<file path="src/rtl/udma_uart_rx_ctrl_pkg.sv">
`default_nettype none
// ============================================================================
//  Module      : udma_uart_rx_ctrl_pkg
//  Description : Shared types and constants for the UART RX controller:
//                idle-timeout scheduler state encoding and the saturation
//                value of the optional dropped-character counter.
//  Revision    : 1.0 - initial release
// ============================================================================
package udma_uart_rx_ctrl_pkg;

    // Idle-timeout scheduler states.
    typedef enum logic [1:0] {
        TO_IDLE  = 2'd0,
        TO_ARMED = 2'd1,
        TO_FIRED = 2'd2
    } to_state_e;

    // Saturation value of the dropped-character counter.
    localparam logic [15:0] DROP_CNT_MAX = 16'hFFFF;

endpackage : udma_uart_rx_ctrl_pkg
`default_nettype wire

</file>
<file path="src/rtl/udma_uart_rx_fifo.sv">
`default_nettype none
// ============================================================================
//  Module      : udma_uart_rx_fifo
//  Description : Synchronous FIFO with registered pointers, registered level
//                and synchronous flush. The head entry is presented from the
//                storage array addressed by the registered read pointer, so
//                a push becomes visible one cycle later (no bypass).
//  Ports       : clk_i/rstn_i  clock, async active-low reset
//                flush_i       empties the FIFO on the next edge (wins)
//                push_i/data_i write request and data (ignored when full)
//                pop_i         read request (ignored when empty)
//                data_o        head entry
//                full_o/empty_o/level_o  status from the registered level
//  Revision    : 1.0 - initial release
// ============================================================================
module udma_uart_rx_fifo #(
    parameter int DEPTH = 8,
    parameter int WIDTH = 8,
    localparam int PTR_W = (DEPTH > 1) ? $clog2(DEPTH) : 1,
    localparam int LVL_W = $clog2(DEPTH) + 1
) (
    input  logic             clk_i,
    input  logic             rstn_i,
    input  logic             flush_i,
    input  logic             push_i,
    input  logic [WIDTH-1:0] data_i,
    input  logic             pop_i,
    output logic [WIDTH-1:0] data_o,
    output logic             full_o,
    output logic             empty_o,
    output logic [LVL_W-1:0] level_o
);

    logic [WIDTH-1:0] mem_q [DEPTH];
    logic [WIDTH-1:0] mem_d [DEPTH];
    logic [PTR_W-1:0] wr_ptr_q, wr_ptr_d;
    logic [PTR_W-1:0] rd_ptr_q, rd_ptr_d;
    logic [LVL_W-1:0] level_q, level_d;

    logic do_push;
    logic do_pop;

    assign full_o  = (level_q == LVL_W'(DEPTH));
    assign empty_o = (level_q == '0);
    assign level_o = level_q;
    assign data_o  = mem_q[rd_ptr_q];

    // Full blocks a push even when a pop happens in the same cycle.
    assign do_push = push_i && !full_o;
    assign do_pop  = pop_i && !empty_o;

    always_comb begin
        mem_d    = mem_q;
        wr_ptr_d = wr_ptr_q;
        rd_ptr_d = rd_ptr_q;
        level_d  = level_q;
        if (flush_i) begin
            wr_ptr_d = '0;
            rd_ptr_d = '0;
            level_d  = '0;
        end else begin
            if (do_push) begin
                mem_d[wr_ptr_q] = data_i;
                // DEPTH is a power of two, so the pointer wraps naturally.
                wr_ptr_d        = wr_ptr_q + PTR_W'(1);
            end
            if (do_pop) begin
                rd_ptr_d = rd_ptr_q + PTR_W'(1);
            end
            case ({do_push, do_pop})
                2'b10:   level_d = level_q + LVL_W'(1);
                2'b01:   level_d = level_q - LVL_W'(1);
                default: level_d = level_q;
            endcase
        end
    end

    always_ff @(posedge clk_i or negedge rstn_i) begin
        if (!rstn_i) begin
            for (int i = 0; i < DEPTH; i++) begin
                mem_q[i] <= '0;
            end
            wr_ptr_q <= '0;
            rd_ptr_q <= '0;
            level_q  <= '0;
        end else begin
            mem_q    <= mem_d;
            wr_ptr_q <= wr_ptr_d;
            rd_ptr_q <= rd_ptr_d;
            level_q  <= level_d;
        end
    end

endmodule : udma_uart_rx_fifo
`default_nettype wire

</file>
<file path="src/rtl/udma_uart_rx_ctrl.sv">
`default_nettype none
// ============================================================================
//  Module      : udma_uart_rx_ctrl
//  Description : UART RX controller between the deserialiser and the uDMA RX
//                channel. Buffers characters in a FIFO, drives RTS from a
//                fill threshold, flags a partially filled buffer after an
//                idle timeout and reports characters dropped on overflow.
//  Options     : `define UDMA_UART_RX_CTRL_DROP_CNT_EN to build the 16-bit
//                saturating dropped-character counter (drop_cnt_o,
//                cfg_drop_clr_i). Without it drop_cnt_o reads 0.
//  Ports       : clk_i, rstn_i          clock, async active-low reset
//                cfg_en_i               enable; low flushes and idles
//                cfg_rts_en_i/_thr_i    RTS enable and level threshold
//                cfg_timeout_i          idle timeout in cycles (0 = off)
//                rx_data_i/rx_valid_i   character strobe from deserialiser
//                rx_ready_o             not full
//                rx_busy_i              deserialiser mid-frame
//                dma_data_o/valid_o/ready_i  FIFO head handshake
//                rts_o                  1 = ask sender to stop
//                fifo_level_o           occupancy
//                irq_timeout_o          single-cycle idle-timeout pulse
//                err_drop_o             single-cycle dropped-char pulse
//                drop_cnt_o/cfg_drop_clr_i  dropped-char counter and clear
//  Revision    : 1.0 - initial release
// ============================================================================
module udma_uart_rx_ctrl
    import udma_uart_rx_ctrl_pkg::*;
#(
    parameter int FIFO_DEPTH = 8,
    parameter int TO_WIDTH   = 16,
    localparam int LVL_W     = $clog2(FIFO_DEPTH) + 1
) (
    input  logic                clk_i,
    input  logic                rstn_i,
    input  logic                cfg_en_i,
    input  logic                cfg_rts_en_i,
    input  logic [LVL_W-1:0]    cfg_rts_thr_i,
    input  logic [TO_WIDTH-1:0] cfg_timeout_i,
    input  logic [7:0]          rx_data_i,
    input  logic                rx_valid_i,
    output logic                rx_ready_o,
    input  logic                rx_busy_i,
    output logic [7:0]          dma_data_o,
    output logic                dma_valid_o,
    input  logic                dma_ready_i,
    output logic                rts_o,
    output logic [LVL_W-1:0]    fifo_level_o,
    output logic                irq_timeout_o,
    output logic                err_drop_o,
    output logic [15:0]         drop_cnt_o,
    input  logic                cfg_drop_clr_i
);

    logic             fifo_full;
    logic             fifo_empty;
    logic [LVL_W-1:0] fifo_level;

    logic push;
    logic pop;
    logic drop;

    logic rts_q, rts_d;
    logic irq_q, irq_d;
    logic err_drop_q, err_drop_d;

    to_state_e         to_state_q, to_state_d;
    logic [TO_WIDTH-1:0] idle_cnt_q, idle_cnt_d;

    // All accepted traffic is gated by the enable; full is the registered
    // flag, so a pop in the same cycle never makes room for a push.
    assign push = cfg_en_i && rx_valid_i && !fifo_full;
    assign drop = cfg_en_i && rx_valid_i && fifo_full;
    assign pop  = cfg_en_i && !fifo_empty && dma_ready_i;

    udma_uart_rx_fifo #(
        .DEPTH (FIFO_DEPTH),
        .WIDTH (8)
    ) u_fifo (
        .clk_i   (clk_i),
        .rstn_i  (rstn_i),
        .flush_i (!cfg_en_i),
        .push_i  (push),
        .data_i  (rx_data_i),
        .pop_i   (pop),
        .data_o  (dma_data_o),
        .full_o  (fifo_full),
        .empty_o (fifo_empty),
        .level_o (fifo_level)
    );

    assign rx_ready_o    = !fifo_full;
    assign dma_valid_o   = !fifo_empty;
    assign fifo_level_o  = fifo_level;
    assign rts_o         = rts_q;
    assign irq_timeout_o = irq_q;
    assign err_drop_o    = err_drop_q;

    // RTS follows the registered level with one cycle of lag.
    always_comb begin
        rts_d      = cfg_rts_en_i && (fifo_level >= cfg_rts_thr_i);
        err_drop_d = drop;
    end

    // Idle-timeout scheduler: at most one irq per quiet period.
    always_comb begin
        to_state_d = to_state_q;
        idle_cnt_d = idle_cnt_q;
        irq_d      = 1'b0;
        if (!cfg_en_i) begin
            to_state_d = TO_IDLE;
            idle_cnt_d = '0;
        end else begin
            case (to_state_q)
                TO_IDLE: begin
                    idle_cnt_d = '0;
                    if (push && (cfg_timeout_i != '0)) begin
                        to_state_d = TO_ARMED;
                    end
                end
                TO_ARMED: begin
                    if (cfg_timeout_i == '0) begin
                        to_state_d = TO_IDLE;
                        idle_cnt_d = '0;
                    end else if (fifo_empty && !push) begin
                        to_state_d = TO_IDLE;
                        idle_cnt_d = '0;
                    end else if (push || pop || rx_busy_i) begin
                        // Line activity restarts the quiet period.
                        idle_cnt_d = '0;
                    end else if (idle_cnt_q == (cfg_timeout_i - TO_WIDTH'(1))) begin
                        irq_d      = 1'b1;
                        to_state_d = TO_FIRED;
                    end else if (idle_cnt_q != '1) begin
                        idle_cnt_d = idle_cnt_q + TO_WIDTH'(1);
                    end
                end
                TO_FIRED: begin
                    if (push) begin
                        to_state_d = TO_ARMED;
                        idle_cnt_d = '0;
                    end else if (fifo_empty) begin
                        to_state_d = TO_IDLE;
                        idle_cnt_d = '0;
                    end
                end
                default: begin
                    to_state_d = TO_IDLE;
                    idle_cnt_d = '0;
                end
            endcase
        end
    end

    always_ff @(posedge clk_i or negedge rstn_i) begin
        if (!rstn_i) begin
            rts_q      <= 1'b0;
            irq_q      <= 1'b0;
            err_drop_q <= 1'b0;
            to_state_q <= TO_IDLE;
            idle_cnt_q <= '0;
        end else begin
            rts_q      <= rts_d;
            irq_q      <= irq_d;
            err_drop_q <= err_drop_d;
            to_state_q <= to_state_d;
            idle_cnt_q <= idle_cnt_d;
        end
    end

`ifdef UDMA_UART_RX_CTRL_DROP_CNT_EN
    // Saturating count of dropped characters; survives cfg_en_i low.
    logic [15:0] drop_cnt_q, drop_cnt_d;

    always_comb begin
        drop_cnt_d = drop_cnt_q;
        if (cfg_drop_clr_i) begin
            drop_cnt_d = '0;
        end else if (drop && (drop_cnt_q != DROP_CNT_MAX)) begin
            drop_cnt_d = drop_cnt_q + 16'd1;
        end
    end

    always_ff @(posedge clk_i or negedge rstn_i) begin
        if (!rstn_i) begin
            drop_cnt_q <= '0;
        end else begin
            drop_cnt_q <= drop_cnt_d;
        end
    end

    assign drop_cnt_o = drop_cnt_q;
`else
    logic unused_drop_clr;
    assign unused_drop_clr = cfg_drop_clr_i;
    assign drop_cnt_o      = '0;
`endif

endmodule : udma_uart_rx_ctrl
`default_nettype wire

</file>
<file path="config.mk">
export PLATFORM = sky130hd
export DESIGN_NAME = udma_uart_rx_ctrl
export DESIGN_NICKNAME = d
export VERILOG_FILES = /design/src/rtl/udma_uart_rx_ctrl_pkg.sv /design/src/rtl/udma_uart_rx_fifo.sv /design/src/rtl/udma_uart_rx_ctrl.sv
export SDC_FILE = /design/constraint.sdc
export NUM_CORES = 1
export LEC_CHECK = 0
export CAP_MARGIN = 20
export CORE_MARGIN = 2
export CORE_UTILIZATION = 30
export DETAILED_ROUTE_END_ITERATION = 10
export DONT_BUFFER_PORTS = 1
export GPL_TIMING_DRIVEN = 0
export SYNTH_ARGS = -nofsm -noshare
export SYNTH_HDL_FRONTEND = slang
export SYNTH_SLANG_ARGS = --single-unit
</file>
<file path="constraint.sdc">
create_clock -name clk_i -period 6.5 [get_ports clk_i]
set_input_delay 1.3 -clock clk_i [delete_from_list [all_inputs] [get_ports clk_i]]
set_output_delay 1.3 -clock clk_i [all_outputs]
set_load 0.05 [all_outputs]
</file>
# == After elaboration in Yosys (flattened, before gate mapping) ==
# Index checks and enable logic that the tools add are counted.
# W data, S select, Z words.
# word_totals
mem_bits_ro,0
regBits,95
word_cells,103
mem_bits_rw,0
mem_count,0
latchBits,0
# op_classes
addsub,6
div_mod_pow,0
shifts,0
n_lt_le_gt_ge,4
eq_ne,16
n_mux,36
reduce_logical,23
mul,0
bitwise_logic,2
# ops
operator,count
$mux W16,8
$bwmux W64,1
$pmux W16 S2,1
$bmux W8 S3,1
$demux W8 S3,1
$mux W8,3
$add A16 B1 Y16 const B,1
$eq A16 B16 Y1,1
$logic_not A16 Y1,1
$mux W2,8
$ne A16 B16 Y1 const B,1
$reduce_bool A16 Y1,1
$sub A16 B1 Y16 const B,1
$mux W3,4
$ne A6 B6 Y1 const B,2
$logic_and A1 B1 Y1,11
$ne A5 B5 Y1 const B,2
$ge A4 B4 Y1 const B,2
$not A3 Y4,2
$pmux W4 S2,1
$add A3 B1 Y3 const B,2
$mux W1,6
$pmux W2 S3,1
$add A4 B1 Y4 const B,1
other kinds (18),24

# == Depth between registers and ports, before layout ==
# logic_depth
word_depth,11
ltp_mapped,12
depth_no_buf,11

# == Cells and area by module ==
# From an unflattened synthesis, not the netlist that was laid out.
# unflattened
hier_cells,493
hier_area_um2,5654.2
# modules_own_cells
mod,n_inst,cells_each,seq_area_each_um2,area_per_inst_um2
udma_uart_rx_fifo,1,243,1851.8,3623.5
udma_uart_rx_ctrl,1,250,525.5,2030.7

# == Least setup slack after synthesis ==
# OpenSTA, ideal clock, no wires.
# synth_timing
kind,reg-to-output
start,register u_fifo.rd_ptr_q[0]
end,output port dma_data_o[0]
t_required_ns,5.200
t_arrival_ns,2.228
stages_incl_launch_ff,5
slack_ns,2.972
path_buffers,2
cell_sequence,dfrtp_1 -> clkbuf_1 -> buf_1 -> mux4_2 -> mux2_2
# synth_between
elab_chain_cells,4
# synth_rtl
item,line,rtl
start: declaration,udma_uart_rx_fifo.sv:37,"logic [PTR_W-1:0] rd_ptr_q, rd_ptr_d;"
start signal: assignment,udma_uart_rx_fifo.sv:89,rd_ptr_q <= rd_ptr_d;
$not A3 Y4 (not written as such),udma_uart_rx_fifo.sv:46,assign data_o = mem_q[rd_ptr_q];
$bmux W8 S3,udma_uart_rx_fifo.sv:46,
$mux W8 (not written as such) (2 in a row),udma_uart_rx_fifo.sv:46,
end: declaration,udma_uart_rx_ctrl.sv:43,"output logic [7:0] dma_data_o,"
# No other way between the ends. The select of a mux whose other input is x is not followed.

# == Worst setup path after layout ==
# layout_timing
start,register u_fifo.rd_ptr_q[0]
end,output port dma_data_o[1]
# The elaborated chain is that of the path after synthesis.

==> metrics.cfg <==
[status]
status = finished clean

[worst_setup_path]
critPathBufInv = 2
start_kind = register
slowest_stage = buf_1
arrival_ns = 3.08
crit_type = register to output pin
required_ns = 5.20
cp.depth = 4
cpLargestDelayFamily = buffers and inverters
critical_path.cell_chain = clkbuf_1 -> buf_1 -> mux4_2 -> mux2_2
max_stage_delay_ns = 0.75
critPathMaxFanout = 10
crit_path_end_kind = output pin
rr_worst_depth = 9

[synth]
ys_warn_count = 0
avgSynthCellArea_sq_um = 11.8
synth-edff-count = 0
syn_area_sq_um = 5610
ys_seq_area_frac = 0.424
async_reset_ff_frac = 1.00
synth_cell_types = 66
synth_flop_cell = dfrtp_1
synth-seq-cells = 95
netlist_instances = 476

[power]
power_w = 0.00212
power_density_nw_per_um2 = 336
leakage_nw = 2.72
ir_drop_mv = 0.167

[clock_network]
cts.sinks = 95
clk_pin_slew_ns = 0.07
cts-root-buf = clkbuf_16
cts_buffers = 9
post_cts_buffers = 0
clock_path_buffers = 2
htree_levels = 3
tritoncts = built
cts_resized = 0
hold_buffers = 0
clk-insertion-delay-late_ns = 0.34

[flow_run]
max_cap_viol_count = 0

[drt]
routed_wl_um = 12800
drc = 0
wire_per_inst_um = 17.3
dr.pass1.iters = 6
ant_nets = 0
vias = 3853
drt-initial-drc-count = 241
vias_per_cell = 5.18

[global_route]
grt_pass1_wl_um = 20900
grt.total_usage = 0.132
grt.busiest_layer = met2
grt_max_degree = 96
gr-usage-met1 = 0.163
grtUsageMet2 = 0.229
grt-ovfl-total = 0
grt_pass1_vias = 4049
antenna_found_initial = 0
met3_usage = 0.0234

[timing]
setup_viol = 0
rsz0062_at_grt = no
slew_violations = 0
finClkSkew_ns = 0.0119
fin_ws_ns = 2.12
period_needed_ns = 4.38
slew_headroom = 0.379
worstMarginPinSlew_ns = 0.927
hold_violations = 0
fin_crit_sh = 0.674
setup_tns_ns = 0
fmax_mhz = 228

[cells_and_area]
final_cell_mix = dfrtp_1, mux2_2, nand2_1
diodes = 0
final_common_cell = dfrtp_1
fillers = 1819
layout.nets = 553
syn_to_final_growth_pct = 12.5
fin_util = 0.341
drive_above_1_share = 0.314

[floorplanning]
die_h_um = 141
ioPinCount = 69
rows = 50
start_util = 0.303
dieWidth_um = 141
core_sq_um = 18500
design.die.area_sq_um = 19800

[place]
port_buffers = 0
hpwl_um = 9290
dpl_worst_slack_ns = 2.41
globalplace.congestion = 0.841

[min_path]
worst_hold_path_type = register to register
holdPathStages = 1

==> metrics by stage <==
stage,instances,instance area (sq um),hold slack [ns]
2_1_floorplan,491,5670,0.474
3_3_place_gp,725,5960,0.483
3_5_place_dp,728,5990,0.488
4_1_cts,744,6310,0.505
5_1_grt,744,6310,0.517
6_report,744,6310,0.503
==> state kept, by name, indices dropped and copies added, names as in the netlist <==
signal,cells
err_drop_o,1
idle_cnt_q,16
irq_timeout_o,1
rts_o,1
to_state_q,2
u_fifo.level_o,4
u_fifo.mem_q,64
u_fifo.rd_ptr_q,3
u_fifo.wr_ptr_q,3
==> where the power goes <==
group | switching (W) | total, W | internal (W)
Sequential | 0.000117 | 0.000829 | 0.000712
Clock | 0.000254 | 0.000566 | 0.000312
Combinational | 0.000435 | 0.000726 | 0.000291
Total | 0.000806 | 0.00212 | 0.00132
==> layout make-up <==
type                    instances  area [sq um]  share of cell area
clock inverters                 7          97.6              0.0155
clock buffers                   9           225              0.0357
inverters                      14          52.6             0.00833
multi-input cells             346          3020               0.478
well taps                     234           293              0.0464
repair buffers                  3          22.5             0.00357
flip-flops and latches         95          2380               0.377
plain buffers                  36           225              0.0357
==> worst paths after layout <==
path	slack (ns)	endpoint	start
worst min-delay path	0.50	u_fifo.mem_q[12]	u_fifo.mem_q[12]
min in group asynchronous	0.65	idle_cnt_q[4]	rstn_i
worst min register to register	0.50	u_fifo.mem_q[12]	u_fifo.mem_q[12]
max in group asynchronous	5.62	u_fifo.mem_q[9]	rstn_i
worst max-delay path	2.12	dma_data_o[1]	u_fifo.rd_ptr_q[0]
worst max register to register	2.86	idle_cnt_q[6]	u_fifo.level_o[1]
==> synth_stat cells (2+ instances only) <==
cell	number	area share
a211oi_1	4	0.0054
o31a_1	2	0.0031
o311ai_1	3	0.0047
nor4_2	3	0.0067
dfrtp_1	95	0.42
o21ai_0	3	0.0027
buf_1	4	0.0027
nor2b_1	5	0.0056
o211ai_1	8	0.011
buf_4	17	0.023
o21ai_2	4	0.0062
a21o_1	3	0.0040
nand2b_1	6	0.0067
nor3_1	15	0.013
buf_6	2	0.0040
nand4b_1	4	0.0062
nor2_1	16	0.011
xor2_1	9	0.014
mux4_2	16	0.064
o31ai_2	7	0.016
mux2_2	72	0.14
a2bb2oi_2	2	0.0054
clkbuf_1	12	0.0080
a21oi_1	7	0.0062
nor4_1	6	0.0067
ha_1	11	0.025
and2_1	8	0.0089
a2bb2oi_1	2	0.0031
nand2_1	26	0.017
nand3_1	19	0.017
nand4_1	10	0.011
and3_1	5	0.0056
nor4b_2	2	0.0054
mux2i_1	2	0.0036
inv_1	14	0.0094
xnor2_1	20	0.031
nand3b_1	3	0.0040
==> logic make-up after synthesis <==
group | count (synthesis) | synth area share
AO/OA/AOI/OAI | 57 | 0.0872
XOR/XNOR | 29 | 0.0453
adder cells (fa/ha/maj) | 12 | 0.0281
buffers and inverters | 50 | 0.0495
flip-flops | 95 | 0.424
multiplexers | 91 | 0.215
other | 1 | 0.000668
AND/OR/NAND/NOR | 141 | 0.151
==> metal layers <==
layer / wire length, um / vias up
li1: - / 1786
met1: 5570 / 1964
met2: 6440 / 84
met3: 607 / 19
met4: 223 / 0
met5: 0 / -
Power figures use the tool's default switching activity.
